===== src/rtl/imem_loader.sv =====
// Byte-stream program loader: packs a length-prefixed, XOR-checksummed image into 32-bit
// little-endian words for the instruction memory and holds the core until a good load completes.
module imem_loader #(
  parameter int ADDR_WIDTH     = 8,
  parameter int TIMEOUT_CYCLES = 100000
) (
  input  logic                  clk,
  input  logic                  rst,
  input  logic                  load_start,
  input  logic                  byte_valid,
  input  logic [7:0]            byte_data,
  output logic                  byte_ready,
  output logic                  imem_wren,
  output logic [ADDR_WIDTH-1:0] imem_addr,
  output logic [31:0]           imem_data,
  output logic                  core_hold,
  output logic                  load_done,
  output logic                  load_error
);

  localparam int              TW     = $clog2(TIMEOUT_CYCLES + 1);
  localparam logic [16:0]     DEPTH  = 17'(1) << ADDR_WIDTH;
  localparam logic [TW-1:0]   TLIMIT = TW'(TIMEOUT_CYCLES - 1);

  typedef enum logic [2:0] {
    S_IDLE,
    S_LEN_LO,
    S_LEN_HI,
    S_DATA,
    S_CSUM,
    S_DONE,
    S_ERROR
  } state_t;

  state_t          state;
  logic [7:0]      len_lo;
  logic [15:0]     word_total;
  logic [15:0]     word_cnt;
  logic [1:0]      idx;
  logic [23:0]     word_buf;
  logic [7:0]      csum;
  logic [TW-1:0]   idle_cnt;
  logic            accept;
  logic [15:0]     word_next;

  assign accept    = byte_valid & byte_ready;
  assign word_next = word_cnt + 16'd1;

  // NOTE: every register here is state, so all assignments are non-blocking; blocking
  // assignments would make later reads in this block see same-cycle values.
  always_ff @(posedge clk or posedge rst) begin
    if (rst) begin
      state      <= S_IDLE;
      byte_ready <= 1'b0;
      imem_wren  <= 1'b0;
      imem_addr  <= '0;
      imem_data  <= '0;
      core_hold  <= 1'b1;
      load_done  <= 1'b0;
      load_error <= 1'b0;
      len_lo     <= '0;
      word_total <= '0;
      word_cnt   <= '0;
      idx        <= '0;
      word_buf   <= '0;
      csum       <= '0;
      idle_cnt   <= '0;
    end else begin
      imem_wren <= 1'b0;
      case (state)
        S_IDLE, S_DONE, S_ERROR: begin
          if (load_start) begin
            state      <= S_LEN_LO;
            byte_ready <= 1'b1;
            core_hold  <= 1'b1;
            load_done  <= 1'b0;
            load_error <= 1'b0;
            word_cnt   <= '0;
            idx        <= '0;
            csum       <= '0;
            idle_cnt   <= '0;
          end
        end

        S_LEN_LO, S_LEN_HI, S_DATA, S_CSUM: begin
          if (accept) begin
            idle_cnt <= '0;
            case (state)
              S_LEN_LO: begin
                len_lo <= byte_data;
                state  <= S_LEN_HI;
              end
              S_LEN_HI: begin
                word_total <= {byte_data, len_lo};
                if ({1'b0, byte_data, len_lo} > DEPTH) begin
                  state      <= S_ERROR;
                  byte_ready <= 1'b0;
                  load_error <= 1'b1;
                end else if ({byte_data, len_lo} == 16'd0) begin
                  state <= S_CSUM;
                end else begin
                  state <= S_DATA;
                end
              end
              S_DATA: begin
                csum <= csum ^ byte_data;
                idx  <= idx + 2'd1;
                if (idx == 2'd3) begin
                  // Word complete: the write lands while the next group's first byte arrives.
                  imem_wren <= 1'b1;
                  imem_addr <= word_cnt[ADDR_WIDTH-1:0];
                  imem_data <= {byte_data, word_buf};
                  word_cnt  <= word_next;
                  if (word_next == word_total) state <= S_CSUM;
                end else begin
                  word_buf[{idx, 3'b000} +: 8] <= byte_data;
                end
              end
              S_CSUM: begin
                byte_ready <= 1'b0;
                if (byte_data == csum) begin
                  state     <= S_DONE;
                  load_done <= 1'b1;
                  core_hold <= 1'b0;
                end else begin
                  state      <= S_ERROR;
                  load_error <= 1'b1;
                end
              end
              default: ;
            endcase
          end else if (idle_cnt == TLIMIT) begin
            state      <= S_ERROR;
            byte_ready <= 1'b0;
            load_error <= 1'b1;
          end else begin
            idle_cnt <= idle_cnt + 1'b1;
          end
        end

        default: begin
          state      <= S_IDLE;
          byte_ready <= 1'b0;
          core_hold  <= 1'b1;
          load_done  <= 1'b0;
          load_error <= 1'b0;
        end
      endcase
    end
  end

endmodule


===== config.mk =====
export PLATFORM = sky130hd
export DESIGN_NAME = imem_loader
export DESIGN_NICKNAME = d
export VERILOG_FILES = /design/src/rtl/imem_loader.sv
export SDC_FILE = /design/constraint.sdc
export NUM_CORES = 1
export LEC_CHECK = 0
export BUFFER_PORTS_ARGS = -buffer_cell sky130_fd_sc_hd__buf_2
export CAP_MARGIN = 30
export CORE_UTILIZATION = 50
export CTS_CLUSTER_DIAMETER = 50
export DETAILED_ROUTE_END_ITERATION = 10
export PLACE_DENSITY_LB_ADDON = 0.12
export REMOVE_ABC_BUFFERS = 1
export SLEW_MARGIN = 0
export SYNTH_ARGS = -nofsm -noshare
export SYNTH_HDL_FRONTEND = slang
export SYNTH_SLANG_ARGS = --single-unit

===== constraint.sdc =====
create_clock -name clk -period 5.41 [get_ports clk]
set_clock_uncertainty 0.2 [all_clocks]
set_input_delay 0.541 -clock clk [delete_from_list [all_inputs] [get_ports clk]]
set_output_delay 0.541 -clock clk [all_outputs]
set_load 0.005 [all_outputs]

## Word-level counts from Yosys, hierarchy flattened

Cells that the tools add are included.

- Output and inout port bits: 45
- Register bits after elaboration: 139
- Input bits: 12
- Word-level logic and storage cells: 118

- Add/sub/neg operators: 4
- Equality and inequality tests: 24
- $lt $le $gt $ge: 1
- Shift-type cells: 2
- Bitwise operators: 3
- Multiplexer cells: 53
- Reductions and logical operators: 16

Operators by type and width:

| operator | count |
|---|---|
| $mux 16 | 4 |
| $mux 17 | 3 |
| $pmux 17 s2 | 1 |
| $pmux 16 s2 | 1 |
| $bwmux 24 | 1 |
| $mux 8 | 3 |
| $shift 8x7->24 const A | 1 |
| $shiftx 8x7->24 | 1 |
| $mux 3 | 7 |
| $ne 4x4->1 const B | 5 |
| $reduce_and 4->1 | 5 |
| $mux 1 | 19 |
| $add 17x1->17 const B | 1 |
| $eq 17x17->1 const B | 1 |
| $add 16x1->16 const B | 1 |
| $eq 16x16->1 | 1 |
| $gt 16x9->1 const B | 1 |
| $logic_not 16->1 | 1 |
| $pmux 8 s2 | 1 |
| $reduce_and 5->1 | 3 |
| $ne 2x2->1 const B | 6 |
| $pmux 1 s2 | 6 |
| $pmux 3 s4 | 1 |
| $eq 3x3->1 const B | 3 |
| 19 further kinds | 26 |

## Longest topological paths before layout

- Depth after elaboration: 7
- Gate-level depth with buffers: 10
- Mapped depth without buffers: 7

## Least setup slack after synthesis

OpenSTA, ideal clock, no wires.

- Path type: input-to-reg
- Start: input port byte_valid
- End: register word_cnt[11]
- Data required time: 5076 ps
- Buffers on the path: 2
- Cell stages on the path: 8
- Data arrival time: 1964 ps
- Path slack: 3112 ps
- Library setup time: 134 ps
- Cell sequence: nand2_1 -> or3_1 -> o21a_1 -> or2_1 -> clkbuf_1 -> clkbuf_1 -> o21ai_1 -> o41ai_1

- Word-level cells in the longest chain between the ends: 3

Ends and longest elaborated chain:

| item | line | RTL |
|---|---|---|
| from (decl) | 10 | `input logic byte_valid,` |
| $and 1x1->1 | 46 | `assign accept = byte_valid & byte_ready;` |
| $ne 2x2->1 (no source line) | - |  |
| $reduce_and 5->1 (no source line) | - |  |
| to (signal assigned) | 113 | `word_cnt <= word_next;` |
| to (decl) | 38 | `logic [15:0] word_cnt;` |

No other way between the ends.
A chain may end at the register's enable or synchronous reset.

## Worst setup path in the final report

- Start: register state[1]
- End: register word_cnt[9]

- Word-level cells in the longest chain between the ends: 4
- Elaborated cells on any way between the ends: 16
- Those cells by class: eq/ne: 10; mux: 1; reduce/logical: 5

Ends and longest elaborated chain:

| item | line | RTL |
|---|---|---|
| from (decl) | 35 | `state_t state;` |
| from (signal assigned) | 53 | `state <= S_IDLE;` |
| from (signal assigned) | 73 | `state <= S_LEN_LO;` |
| from (signal assigned) | 91 | `state <= S_LEN_HI;` |
| $eq 3x1->1 (tied with other cells) | 70 | `case (state)` |
| $reduce_or 4->1 / $reduce_or 3->1 (equally long branches) | 70 |  |
| $ne 2x2->1 (no source line) / $reduce_bool 2->1 (equally long branches) | - |  |
| $reduce_and 5->1 (no source line) | - |  |

Several ways; a longest one is shown, not always the timed one.

==> summary.md <==
| Metric | Value |
|---|---|
| Status | `complete, no violations` |
| Std-Cell Rows | `42` |
| Final setup vio count | `0` |
| Worst EP arrival | `3.10 ns` |
| Clock H-tree levels | `4` |
| Final Core Density | `0.584` |
| Clock sinks | `139` |
| VDD IR max | `0.308 mV` |
| Root Buffer | `clkbuf_16` |
| Crit path time final | `2.98 ns` |
| Residual DRC | `0` |
| Tot Pwr | `3.28 mW` |
| Hold Path Depth | `2` |
| Worst path required time | `5.53 ns` |
| Worst rel slew slack | `0.364` |
| R2R Setup Slk | `2.43 ns` |
| Ports | `57` |
| Crit Path Category | `reg -> reg` |
| Async SR Flop Fraction | `1.00` |
| Via/cell ratio | `5.57` |
| Die Y | `119 um` |
| Worst flop-to-flop path endpoint | `word_cnt[9]` |
| Hold Crit Class | `reg -> reg` |
| Setup total negative slack | `0 ns` |
| Max-Cap Viols | `0` |
| Antenna violations before repair | `0` |
| CTS max path bufs | `2` |
| Synthesized instance count | `750` |
| Hpwl dp | `10400 um` |
| Core area | `0.0133 mm^2` |
| Most frequent cells in the layout | `nand2_1, dfrtp_1, buf_2` |
| Crit. End Element | `flip-flop` |
| CTS buffer count | `17` |
| Reg clk slew, reported paths | `0.06 ns` |
| Cells on worst reg2reg path | `8` |
| Slew Limit Fails | `0` |
| Lkg Pwr | `3.67 nW` |
| Clk_lat worst skew | `0.42 ns` |
| Finished Cell Area | `0.00776 mm^2` |
| Post-layout net count | `803` |
| I/O Buffers | `56` |
| Number of synthesized flops with an enable pin | `0` |
| Commonest non-fill, non-tap cell in the layout | `nand2_1` |
| Drt first-iter violations | `291` |
| Largest net degree at the start of global routing | `106` |
| Die width | `119 um` |
| Power density cells | `422 mW/mm^2` |
| GRT Overall Usage | `0.242` |
| Die area | `0.0141 mm^2` |
| Number of synthesized register bits | `139` |
| Routability cong. | `0.857` |
| Setup WS pre-CTS | `2.28 ns` |
| RSZ-0062 raised after global routing | `no` |
| Final cycle utilization of the critical path | `0.550` |
| YS warnings | `0` |
| Overflow after GRT | `0` |
| Post-synthesis cell type count | `59` |
| Ys flop type | `dfrtp_1` |
| Syn avg cell area | `9.10 um^2` |
| Antenna Cells | `0` |
| First-pass detailed-route iteration total | `4` |
| Pin slew with the least headroom to its limit | `0.952 ns` |
| Routed WL | `15500 um` |
| Number of global-route vias before repair | `5335` |
| Synthesized area | `0.00682 mm^2` |
| Reg2Reg Launch Point | `state[1]` |
| Fmax | `336 MHz` |
| Share of cells above drive strength 1 | `0.161` |
| Startpoint types | `flip-flop` |
| CTS tree | `built` |
| WL per Instance | `15.9 um` |
| Routed via count | `5418` |
| Area growth syn-to-layout | `13.8%` |
| Hold Path Origin | `imem_data[21]` |
| Fin. Hold Viols | `0` |
| Worst setup margin | `2.43 ns` |
| ANT nets after route | `0` |
| Worst hold path endpoint | `imem_data[21]` |
| Starting Density | `0.513` |
| Critical-path maximum fanout | `58` |
| Seq/Total Area, Yosys | `0.510` |
| Post-DP Area | `0.00717 mm^2` |
| First-pass GRT wire length | `26800 um` |
stage by stage:
stage | std cells | hold WS, ns
after floorplan | 703 | 0.239
after global placement | 939 | 0.249
after detailed placement | 939 | 0.256
after CTS | 971 | 0.167
after global routing | 973 | 0.284
final | 973 | 0.264
repair_timing:
item	in CTS	in global routing
hold buffers	0	1
gates resized for setup	0	0
endpoints found under the hold margin	0	8
buffers inserted	0	0
flip-flops by register name, indices dropped and copies added (netlist names), 2 cells and up:
| register | cells |
|---|---|
| len_lo | 8 |
| word_cnt | 16 |
| csum | 8 |
| imem_addr | 8 |
| state | 3 |
| idx | 2 |
| word_total | 16 |
| word_buf | 24 |
| idle_cnt | 17 |
| imem_data | 32 |
per-layer routing:
layer | track usage | up-vias | wire length (um)
met5 | 0 | - | 0
met4 | 0.103 | 0 | 268
met3 | 0.0468 | 26 | 575
met2 | 0.371 | 105 | 7290
met1 | 0.334 | 2650 | 7380
li1 | - | 2637 | -
worst max-delay path by stage:
stage,start,to,slack [ns],cells past startpoint
floorplan,rst,byte_ready,0.95,1
global placement,byte_valid,word_cnt[13],2.34,10
detailed placement,byte_valid,word_cnt[13],2.28,10
CTS,state[1],word_cnt[9],2.47,8
global route,state[1],word_cnt[9],2.21,8
finish,state[1],word_cnt[9],2.43,8
where the power goes:
part / total, mW / leakage, nW / internal [mW] / switching, mW
Sequential: 1.37 / 1.89 / 1.21 / 0.168
Combinational: 0.813 / 1.52 / 0.340 / 0.473
Clock: 1.09 / 0.264 / 0.634 / 0.457
cells in the mapped netlist, types with 3 or more instances:
master      n  area (um^2)
ha_1        7         87.6
nand3_1    20          100
nand2_1   214          803
clkbuf_1   35          131
nor3_1      8         40.0
o41ai_1     5         43.8
nor2_1     31          116
a21oi_1    15         75.1
inv_2       3         11.3
and2_1      8         50.1
or3_1       4         25.0
o21ai_1    48          240
inv_1      10         37.5
a31oi_1     7         43.8
o21ai_0    28          140
o31ai_1    18          135
buf_2       8         40.0
and3_1     10         62.6
nor4_1      5         31.3
mux2_2     23          259
xnor2_1    24          210
nor3b_1     3         22.5
or4_1       4         30.0
xor2_1     14          123
nand4_1    10         62.6
dfrtp_1   138         3450
o22ai_1     4         25.0
buf_1       3         11.3
area by class of cell:
class	instances	area, um^2
well taps	176	220
flip-flops and latches	139	3480
clock buffers	19	433
clock inverters	13	120
inverters	13	53.8
fillers	1198	5540
multi-input cells	551	3110
repair buffers	62	348
worst max-delay path: stages (launching register included):
cell     delay (ns)
dfrtp_1        0.64
nand2_1        0.13
nor3_1         0.15
buf_4          0.22
nand2_2        0.06
buf_4          0.29
inv_2          0.67
nand2_1        0.15
o31ai_1        0.28
kinds of logic after synthesis:
family	count (synthesis)	synth area share
multiplexers	26	0.0426
buffers and inverters	60	0.0350
XOR/XNOR	38	0.0488
flip-flops	139	0.510
AO/OA/AOI/OAI	142	0.127
adder cells (fa/ha/maj)	8	0.0143
AND/OR/NAND/NOR	337	0.223
(Power assumes the default switching activity.)
